$ cat src/rtl/rv_pkg.sv
// Shared definitions for the RISC-V core front end: data width, reset/NOP
// constants and the fetch sequencer state encoding.
package rv_pkg;

    localparam int XLEN = 32;

    localparam logic [XLEN-1:0] RESET_PC    = 32'h0000_0000;
    localparam logic [XLEN-1:0] NOP_INSTR   = 32'h0000_0013;
    localparam logic [XLEN-1:0] INSTR_BYTES = 32'h0000_0004;
    localparam logic [XLEN-1:0] WORD_MASK   = 32'hFFFF_FFFC;

    typedef enum logic [1:0] {
        BOOT = 2'd0,
        REQ  = 2'd1,
        WAIT = 2'd2
    } fetch_state_e;

endpackage

$ cat src/rtl/fetch_ctrl.sv
// Fetch sequencer: owns the fetch PC, drives a single-outstanding handshaked
// instruction memory, applies redirects and holds one registered decode slot.
module fetch_ctrl
    import rv_pkg::*;
#(
    parameter logic [XLEN-1:0] RESET_PC  = rv_pkg::RESET_PC,
    parameter logic [XLEN-1:0] NOP_INSTR = rv_pkg::NOP_INSTR
) (
    input  logic            clk,
    input  logic            reset,
    input  logic            pc_src,
    input  logic [XLEN-1:0] pc_branch_dest,
    input  logic            stall_d,
    output logic            mem_req_valid,
    output logic [XLEN-1:0] mem_req_addr,
    input  logic            mem_req_ready,
    input  logic            mem_rsp_valid,
    input  logic [XLEN-1:0] mem_rsp_data,
    output logic            instr_valid,
    output logic [XLEN-1:0] instr,
    output logic [XLEN-1:0] pc,
    output logic [XLEN-1:0] pc_plus_4,
    output logic            stall_f
);

    fetch_state_e    state_q, state_d;
    logic [XLEN-1:0] fetch_pc_q, fetch_pc_d;
    logic            kill_q, kill_d;
    logic            hold_q, hold_d;
    logic [XLEN-1:0] hold_addr_q, hold_addr_d;
    logic            instr_valid_q, instr_valid_d;
    logic [XLEN-1:0] instr_q, instr_d;
    logic [XLEN-1:0] pc_q, pc_d;
    logic [XLEN-1:0] pc_plus_4_q, pc_plus_4_d;

    logic req_accept;
    logic rsp_take;
    logic load;
    logic consume;

    assign req_accept = mem_req_valid & mem_req_ready;
    assign rsp_take   = (state_q == WAIT) & mem_rsp_valid;
    assign load       = rsp_take & ~kill_q & ~pc_src;
    assign consume    = instr_valid_q & ~stall_d;

    // NOTE: sequential state is updated with non-blocking assignments only, so
    // every flop samples the pre-edge values regardless of process order.
    always_ff @(posedge clk or posedge reset) begin
        if (reset) begin
            state_q <= BOOT;
        end else begin
            state_q <= state_d;
        end
    end

    always_comb begin
        // NOTE: default assignment first so no path leaves state_d unassigned
        // and no latch is inferred.
        state_d = state_q;
        unique case (state_q)
            BOOT:    state_d = REQ;
            REQ:     if (req_accept) state_d = WAIT;
            WAIT:    if (mem_rsp_valid) state_d = REQ;
            default: state_d = BOOT;
        endcase
    end

    // A request already on the bus keeps its address across a redirect.
    always_comb begin
        mem_req_valid = (state_q == REQ) & (hold_q | ~instr_valid_q | ~stall_d);
        mem_req_addr  = hold_q ? hold_addr_q : fetch_pc_q;
        instr_valid   = instr_valid_q;
        instr         = instr_valid_q ? instr_q : NOP_INSTR;
        pc            = pc_q;
        pc_plus_4     = pc_plus_4_q;
        stall_f       = ~instr_valid_q | stall_d;
    end

    always_comb begin
        fetch_pc_d    = fetch_pc_q;
        kill_d        = kill_q;
        hold_d        = mem_req_valid & ~mem_req_ready;
        hold_addr_d   = mem_req_addr;
        instr_valid_d = instr_valid_q;
        instr_d       = instr_q;
        pc_d          = pc_q;
        pc_plus_4_d   = pc_plus_4_q;

        if (consume) begin
            instr_valid_d = 1'b0;
        end

        if (rsp_take) begin
            kill_d = 1'b0;
            if (load) begin
                instr_valid_d = 1'b1;
                instr_d       = mem_rsp_data;
                pc_d          = fetch_pc_q;
                pc_plus_4_d   = fetch_pc_q + INSTR_BYTES;
                fetch_pc_d    = fetch_pc_q + INSTR_BYTES;
            end
        end

        // Redirect wins; only a request already issued or in flight needs a kill.
        if (pc_src) begin
            fetch_pc_d    = pc_branch_dest & WORD_MASK;
            instr_valid_d = 1'b0;
            if (mem_req_valid || ((state_q == WAIT) && !mem_rsp_valid)) begin
                kill_d = 1'b1;
            end
        end
    end

    always_ff @(posedge clk or posedge reset) begin
        if (reset) begin
            fetch_pc_q    <= RESET_PC;
            kill_q        <= 1'b0;
            hold_q        <= 1'b0;
            hold_addr_q   <= RESET_PC;
            instr_valid_q <= 1'b0;
            instr_q       <= NOP_INSTR;
            pc_q          <= '0;
            pc_plus_4_q   <= INSTR_BYTES;
        end else begin
            fetch_pc_q    <= fetch_pc_d;
            kill_q        <= kill_d;
            hold_q        <= hold_d;
            hold_addr_q   <= hold_addr_d;
            instr_valid_q <= instr_valid_d;
            instr_q       <= instr_d;
            pc_q          <= pc_d;
            pc_plus_4_q   <= pc_plus_4_d;
        end
    end

endmodule

$ cat config.mk
export PLATFORM = sky130hd
export DESIGN_NAME = fetch_ctrl
export DESIGN_NICKNAME = d
export VERILOG_FILES = /design/src/rtl/rv_pkg.sv /design/src/rtl/fetch_ctrl.sv
export SDC_FILE = /design/constraint.sdc
export NUM_CORES = 1
export LEC_CHECK = 0
export CAP_MARGIN = 20
export CORE_MARGIN = 2
export CORE_UTILIZATION = 40
export DETAILED_ROUTE_END_ITERATION = 8
export DONT_BUFFER_PORTS = 1
export HOLD_SLACK_MARGIN = 0.02
export PLACE_DENSITY = 0.55
export SYNTH_ARGS = -nofsm -noshare
export SYNTH_HDL_FRONTEND = slang
export SYNTH_SLANG_ARGS = --single-unit
$ cat constraint.sdc
create_clock -name clk -period 12.5 [get_ports clk]
set_input_delay 1.25 -clock clk [delete_from_list [all_inputs] [get_ports clk]]
set_output_delay 1.25 -clock clk [all_outputs]
set_load 0.02 [all_outputs]
==> parameters.txt, run 1 <==
Parameter                              Value

Critical path
  Data arrival at the endpoint of the critical path    1.91 ns
  Critical setup path kind    flip-flop to primary output
  Buffers plus inverters on the worst setup path    0
  End of the worst register-to-register path    instr_q[6]
  Ordered cell list for the critical path    o21ai_0
  WP data required    around 11 ns
  Worst reg2reg setup slack    9.68 ns
  Critical path capture point type    primary output
  Critical path startpoint category    flip-flop
  Critical Path Max Stage Delay    0.76 ns
  Crit path max fanout    36
  Slowest cell on the critical path    sky130_fd_sc_hd__o21ai_0
  Reg-to-reg startpoint    state_q[0]
  Cell family contributing the most delay on the critical path    compound AO/OA/AOI/OAI gates
  Depth of the worst register-to-register path    5

Clocking
  Number of buffers on the longest clock path    2
  Hold buffers post-CTS    0
  Setup fix buffers added after clock tree synthesis    0
  Clock latency at the later pin of the worst-skew pair    ~0.42 ns
  TritonCTS Sinks    ~160
  Count of H-tree levels built during CTS    4
  Count of cells resized by post-cts repair    0
  Number of buffers created by CTS    17
  Clock tree from TritonCTS    done
  Clock slew at reported path FFs    0.06 ns
  Clock root cell    sky130_fd_sc_hd__clkbuf_16

Synth
  Count of warnings emitted by yosys    0
  Top post-synthesis cells by area    sky130_fd_sc_hd__dfrtp_1, sky130_fd_sc_hd__nand2_1, sky130_fd_sc_hd__mux2_2
  Syn Std Cell Area    7280 um2
  Share of the yosys chip area belonging to registers    54.7%
  Main flop type after synthesis    sky130_fd_sc_hd__dfrtp_1
  Share of the synthesized area in the top cell type    a little over half
  Top post-synthesis cells by count    sky130_fd_sc_hd__nand2_1, sky130_fd_sc_hd__dfrtp_1, sky130_fd_sc_hd__o21ai_0
  Cells after Synth    766
  Most frequent cell after synthesis    sky130_fd_sc_hd__nand2_1
  Post-synth top area cell    sky130_fd_sc_hd__dfrtp_1
  Number of flops mapped to enable cells by yosys    0
  Synthesized flop and latch total    ~160
  Mean instance size in the synthesized netlist    9.50 um2
  Proportion of register bits with asynchronous set or reset after synthesis    100%
  Number of unique standard cell types used by synthesis    45

Worst hold path
  Worst hold path type    flip-flop to flip-flop
  Endpoint with the worst hold slack    instr_q[1]
  Startpoint of the most critical hold path    instr_q[1]
  Worst hold path cell count    2

Floorplanning
  Die W    139 um
  Initial standard-cell utilization of the core    40.6%
  Die extent in y    roughly 140 um
  Ports    about 200
  Die footprint    just under 20000 um2
  Standard-cell rows    just under 50
  Placeable core region    approximately 18000 um2

Pwr
  Largest voltage drop on the vdd net    approximately 110 uV
  Power per standard cell area    between 200 and 250 nW/um2
  P_leak    about 3.6 nW

Global route
  Pin count of the biggest net entering global routing    between 80 and 90
  Number of global-route vias before repair    about 5200
  Global route total overflow    0
  Number of antenna violations at the first check in global routing    0
  GR Util All Layers    19.1%
  Global-route wire length before repair    approximately 29000 um

Placed design
  Setup slack after placement    8.94 ns
  Sum of net half-perimeters after detailed placement    12200 um
  Instance count after placement with tap cells included    around 940
  Placed cell area    roughly 7400 um2
  Weighted congestion at the end of routability-driven global placement    approximately 0.76
  Port Buffers    0

Detailed routing
  Number of iterations in the first detailed-routing pass    6
  Total Routed Length    around 18000 um
  Routed length per placed instance    about 18 um
  Number of antenna-violating nets in the routed design    0
  DRC violations left    0
  Initial detailed-routing violation count    roughly 310
  Average via count per standard cell    approximately 5.2
  Vias after detailed routing    a little over 5000

STA
  Total negative setup slack    0 ns
  Actual slew at the worst max-slew pin    0.863 ns
  Unrepaired setup endpoints after global routing    no
  Final setup viols    0
  Share of the clock period used by the worst path after layout    between 20% and 30%
  Min Hold Slack    around 0.46 ns
  Clock skew after layout    between 0.005 and 0.006 ns
  Worst slew slack as a fraction of its limit    a little over two fifths
  Period minus WS final    3.16 ns
  Final-report hold violation count    0
  Final worst setup slack    just over 9 ns
  Max Transition Viols Final    0
  Upper clock frequency limit    approximately 320 MHz

Cells and area
  Area growth, synth to finish    10.2%
  Layout filler cell count    approximately 1800
  Diode count    0
  Final nets    around 800
  Post-route standard cell area excluding fillers    approximately 8000 um2
  Fraction of layout instances using a drive strength above 1    between 10% and 20%
  Count of non-filler cells in the finished layout    between 900 and 1000

Flow run
  Maxcap violations    0

Outcome
  Result of the run    finished clean
[logic make-up after synthesis]
group	Yosys count	synth area share (%)
AND/OR/NAND/NOR	379	24.3
flip-flops	159	54.7
AO/OA/AOI/OAI	72	5.07
buffers and inverters	68	4.28
XOR/XNOR	57	6.86
multiplexers	29	4.47
adder cells (fa/ha/maj)	1	0.172
other	1	0.0515
[state kept, by name, summed over array words and instances, names as in the netlist]
register     cells
hold_q           1
pc_plus_4       30
instr_q         32
fetch_pc_q      30
state_q          2
hold_addr_q     32
pc              30
kill_q           1
instr_valid      1
[cell usage in the layout (no fill, tap or decap), types with 12 or more instances in the layout]
master	count
sky130_fd_sc_hd__dfrtp_1	154
sky130_fd_sc_hd__nand2_1	264
sky130_fd_sc_hd__nor3_1	13
sky130_fd_sc_hd__and2_1	32
sky130_fd_sc_hd__o21ai_0	54
sky130_fd_sc_hd__clkbuf_16	17
sky130_fd_sc_hd__mux2_2	28
sky130_fd_sc_hd__xnor2_1	36
sky130_fd_sc_hd__xor2_1	21
sky130_fd_sc_hd__nor2_1	13
sky130_fd_sc_hd__nand3_1	12
[metrics by stage]
stage	util, %	total power [mW]
2_1_floorplan	-	1.12
4_1_cts	44.5	1.74
6_report	44.8	1.72
3_3_place_gp	41.0	1.19
3_5_place_dp	41.2	1.21
5_1_grt	44.8	1.82
[layer usage]
layer / GRT usage, % / vias up / part of all wire (%)
met3: 6.91 / 13 / 7.7
met5: 0 / - / 0
li1: - / 2399 / -
met4: 5.37 / 0 / 1.2
met2: 29.6 / 142 / 47
met1: 25.6 / 2508 / 44
[area by class of cell]
class                      count  area (um2)  area share [%]
inverter                       7        31.3           0.390
timing repair buffer           6         105            1.31
tap                          229         287            3.57
sequential                   159        3990            49.7
clock inverter                10         139            1.73
multi-input combinational    542        3020            37.7
clock buffer                  21         450            5.62
[worst max path at each step]
stage	startpoint	end	slack (ns)	cells past startpoint
global route	mem_rsp_valid	pc[9]	9.17	5
floorplan	reset	fetch_pc_q[10]	6.97	1
finish	hold_q	mem_req_addr[13]	9.34	1
global placement	mem_rsp_valid	pc[9]	9.01	5
detailed placement	mem_rsp_valid	instr_q[6]	8.94	5
CTS	instr_valid	mem_req_valid	9.11	3
[power by group]
group	total, mW	switching (mW)	internal (mW)
combinational	0.261	0.158	0.103
sequential	0.933	0.252	0.681
clock	0.527	0.208	0.318
Power figures use the tool's default switching activity.
==> run 2: changes to the inputs <==
Clock period 12.5 ns to 3.3 ns, I/O delays scaled along.
==> parameters.txt, run 2 (synthesis gave the netlist of run 1 again) <==
Parameter                              Value

Outcome
  Result of the run    finished clean

Pwr
  Comb power frac    roughly 16%
  Largest voltage drop on the vdd net    between 400 and 500 uV
  Power per standard cell area    776 nW/um2
  P_sw    2.37 mW
  Switching portion of total power    35.8%
  Proportion of power drawn by the clock network    a little under a third
  P_leak    between 3 and 4 nW
  Sequential fraction of design power    53.2%
  Final total power    6.63 mW
  Cell Int Power    4.26 mW

Floorplanning
  Ports    around 200
  Standard-cell rows    around 50
  Die extent in y    ~140 um
  Die footprint    approximately 19000 um2
  Initial standard-cell utilization of the core    between 40% and 50%
  Die W    between 100 and 150 um
  Placeable core region    17900 um2

Cells and area
  Final nets    about 860
  Diode count    0
  Layout filler cell count    between 1500 and 2000
  Area growth, synth to finish    17.5%
  Most frequent standard cell in the layout excluding fill and tap cells    sky130_fd_sc_hd__nand2_1
  Registers with the highest flip-flop counts    hold_addr_q: 32 flops, instr_q: 32 flops
  Core Util, Final    47.7%
  Leading cell types in the layout, fill and taps excluded    sky130_fd_sc_hd__nand2_1, sky130_fd_sc_hd__dfrtp_1, sky130_fd_sc_hd__o21ai_0
  Fraction of layout instances using a drive strength above 1    between 10% and 20%

STA
  Clock skew after layout    slightly below 0.007 ns
  Upper clock frequency limit    a little under 400 MHz
  Period minus WS final    2.56 ns
  Total negative setup slack    0 ns
  Share of the clock period used by the worst path after layout    approximately 78%
  Actual slew at the worst max-slew pin    0.835 ns
  Max Transition Viols Final    0
  Min Hold Slack    0.0356 ns
  Worst slew slack as a fraction of its limit    44.4%
  Final setup viols    0
  Unrepaired setup endpoints after global routing    no
  Final-report hold violation count    0

Placed design
  Port Buffers    0
  Sum of net half-perimeters after detailed placement    about 12000 um
  Weighted congestion at the end of routability-driven global placement    a little over 0.8

Clocking
  TritonCTS Sinks    around 160
  Clock tree from TritonCTS    done
  Clock root cell    sky130_fd_sc_hd__clkbuf_16
  Number of buffers on the longest clock path    2
  Count of cells resized by post-cts repair    0
  Number of buffers created by CTS    17
  Hold buffers post-CTS    48
  Clock slew at reported path FFs    0.06 ns
  Setup fix buffers added after clock tree synthesis    0
  Clock latency at the later pin of the worst-skew pair    0.42 ns
  Count of H-tree levels built during CTS    4

Worst hold path
  Worst hold path type    primary input to flip-flop
  Worst hold path cell count    2

Critical path
  Critical path startpoint category    flip-flop
  Data arrival at the endpoint of the critical path    about 2.8 ns
  Critical path capture point type    flip-flop
  Depth of the worst register-to-register path    6
  Critical setup path kind    flip-flop to flip-flop
  WP data required    3.58 ns
  Crit path max fanout    9

Detailed routing
  Total Routed Length    19100 um
  Initial detailed-routing violation count    approximately 270
  Routed length per placed instance    18.6 um
  Average via count per standard cell    5.13
  Number of iterations in the first detailed-routing pass    5
  Vias after detailed routing    about 5300
  Number of antenna-violating nets in the routed design    0
  DRC violations left    0

Global route
  Global route total overflow    0
  Number of global-route vias before repair    between 5000 and 6000
  Global-route wire length before repair    about 31000 um
  GR Util All Layers    a little over 20%
  Number of antenna violations at the first check in global routing    0
  Pin count of the biggest net entering global routing    72

Flow run
  Maxcap violations    0
run 2: cell type report:
type                            count  area (um2)  area share [%]
Clock buffer                       22         474            5.55
Inverter                            7        30.0           0.351
Multi-Input combinational cell    542        3020            35.4
Sequential cell                   159        3990            46.6
Timing Repair Buffer               59         611            7.14
Clock inverter                     10         138            1.61
Tap cell                          229         287            3.35
run 2: critical path, cell delays in order, from the launching register on:
cell                      delay (ns)
sky130_fd_sc_hd__dfrtp_1        0.53
sky130_fd_sc_hd__ha_1           0.28
sky130_fd_sc_hd__nand3_1        0.25
sky130_fd_sc_hd__or4_1          0.82
sky130_fd_sc_hd__nor3_1         0.32
sky130_fd_sc_hd__xnor2_1        0.15
sky130_fd_sc_hd__o21ai_1        0.07
run 2: path summary, 6_finish.rpt:
kind | startpoint | to | slack [ns]
setup / recovery | fetch_pc_q[2] | pc_plus_4[26] | 0.74
hold / removal | pc_branch_dest[13] | fetch_pc_q[13] | 0.04
setup reg to reg | fetch_pc_q[2] | pc_plus_4[26] | 0.74
hold reg to reg | instr_q[1] | instr_q[1] | 0.46
max in group asynchronous | reset | hold_q | 2.08
min in group asynchronous | reset | instr_q[8] | 0.34
run 2: per-stage QoR:
step                std cells  worst slack, ns  area, um2
floorplan                 769            0.958       7290
global placement          945            0.766       7410
detailed placement        945            0.733       7410
CTS                      1025            0.720       8500
global route             1028            0.495       8550
finish                   1028            0.737       8550
run 2: power groups by stage:
stage | sequential, mW | clock, mW | combinational, mW
3_5_place_dp | 3.57 | 0 | 1.01
4_1_cts | 3.54 | 2.09 | 1.07
6_report | 3.53 | 2.04 | 1.06
2_1_floorplan | 3.31 | 0 | 0.945
3_3_place_gp | 3.55 | 0 | 0.973
5_1_grt | 3.62 | 2.17 | 1.21
run 2: per-layer routing:
metal  global-route usage, %  vias to the layer above  part of all wire [%]
li1                        -                     2499                     -
met1                    25.7                     2574                    44
met2                    33.1                      169                    47
met3                    6.39                       32                   7.0
met4                    6.86                        0                   2.3
met5                       0                        -                     0
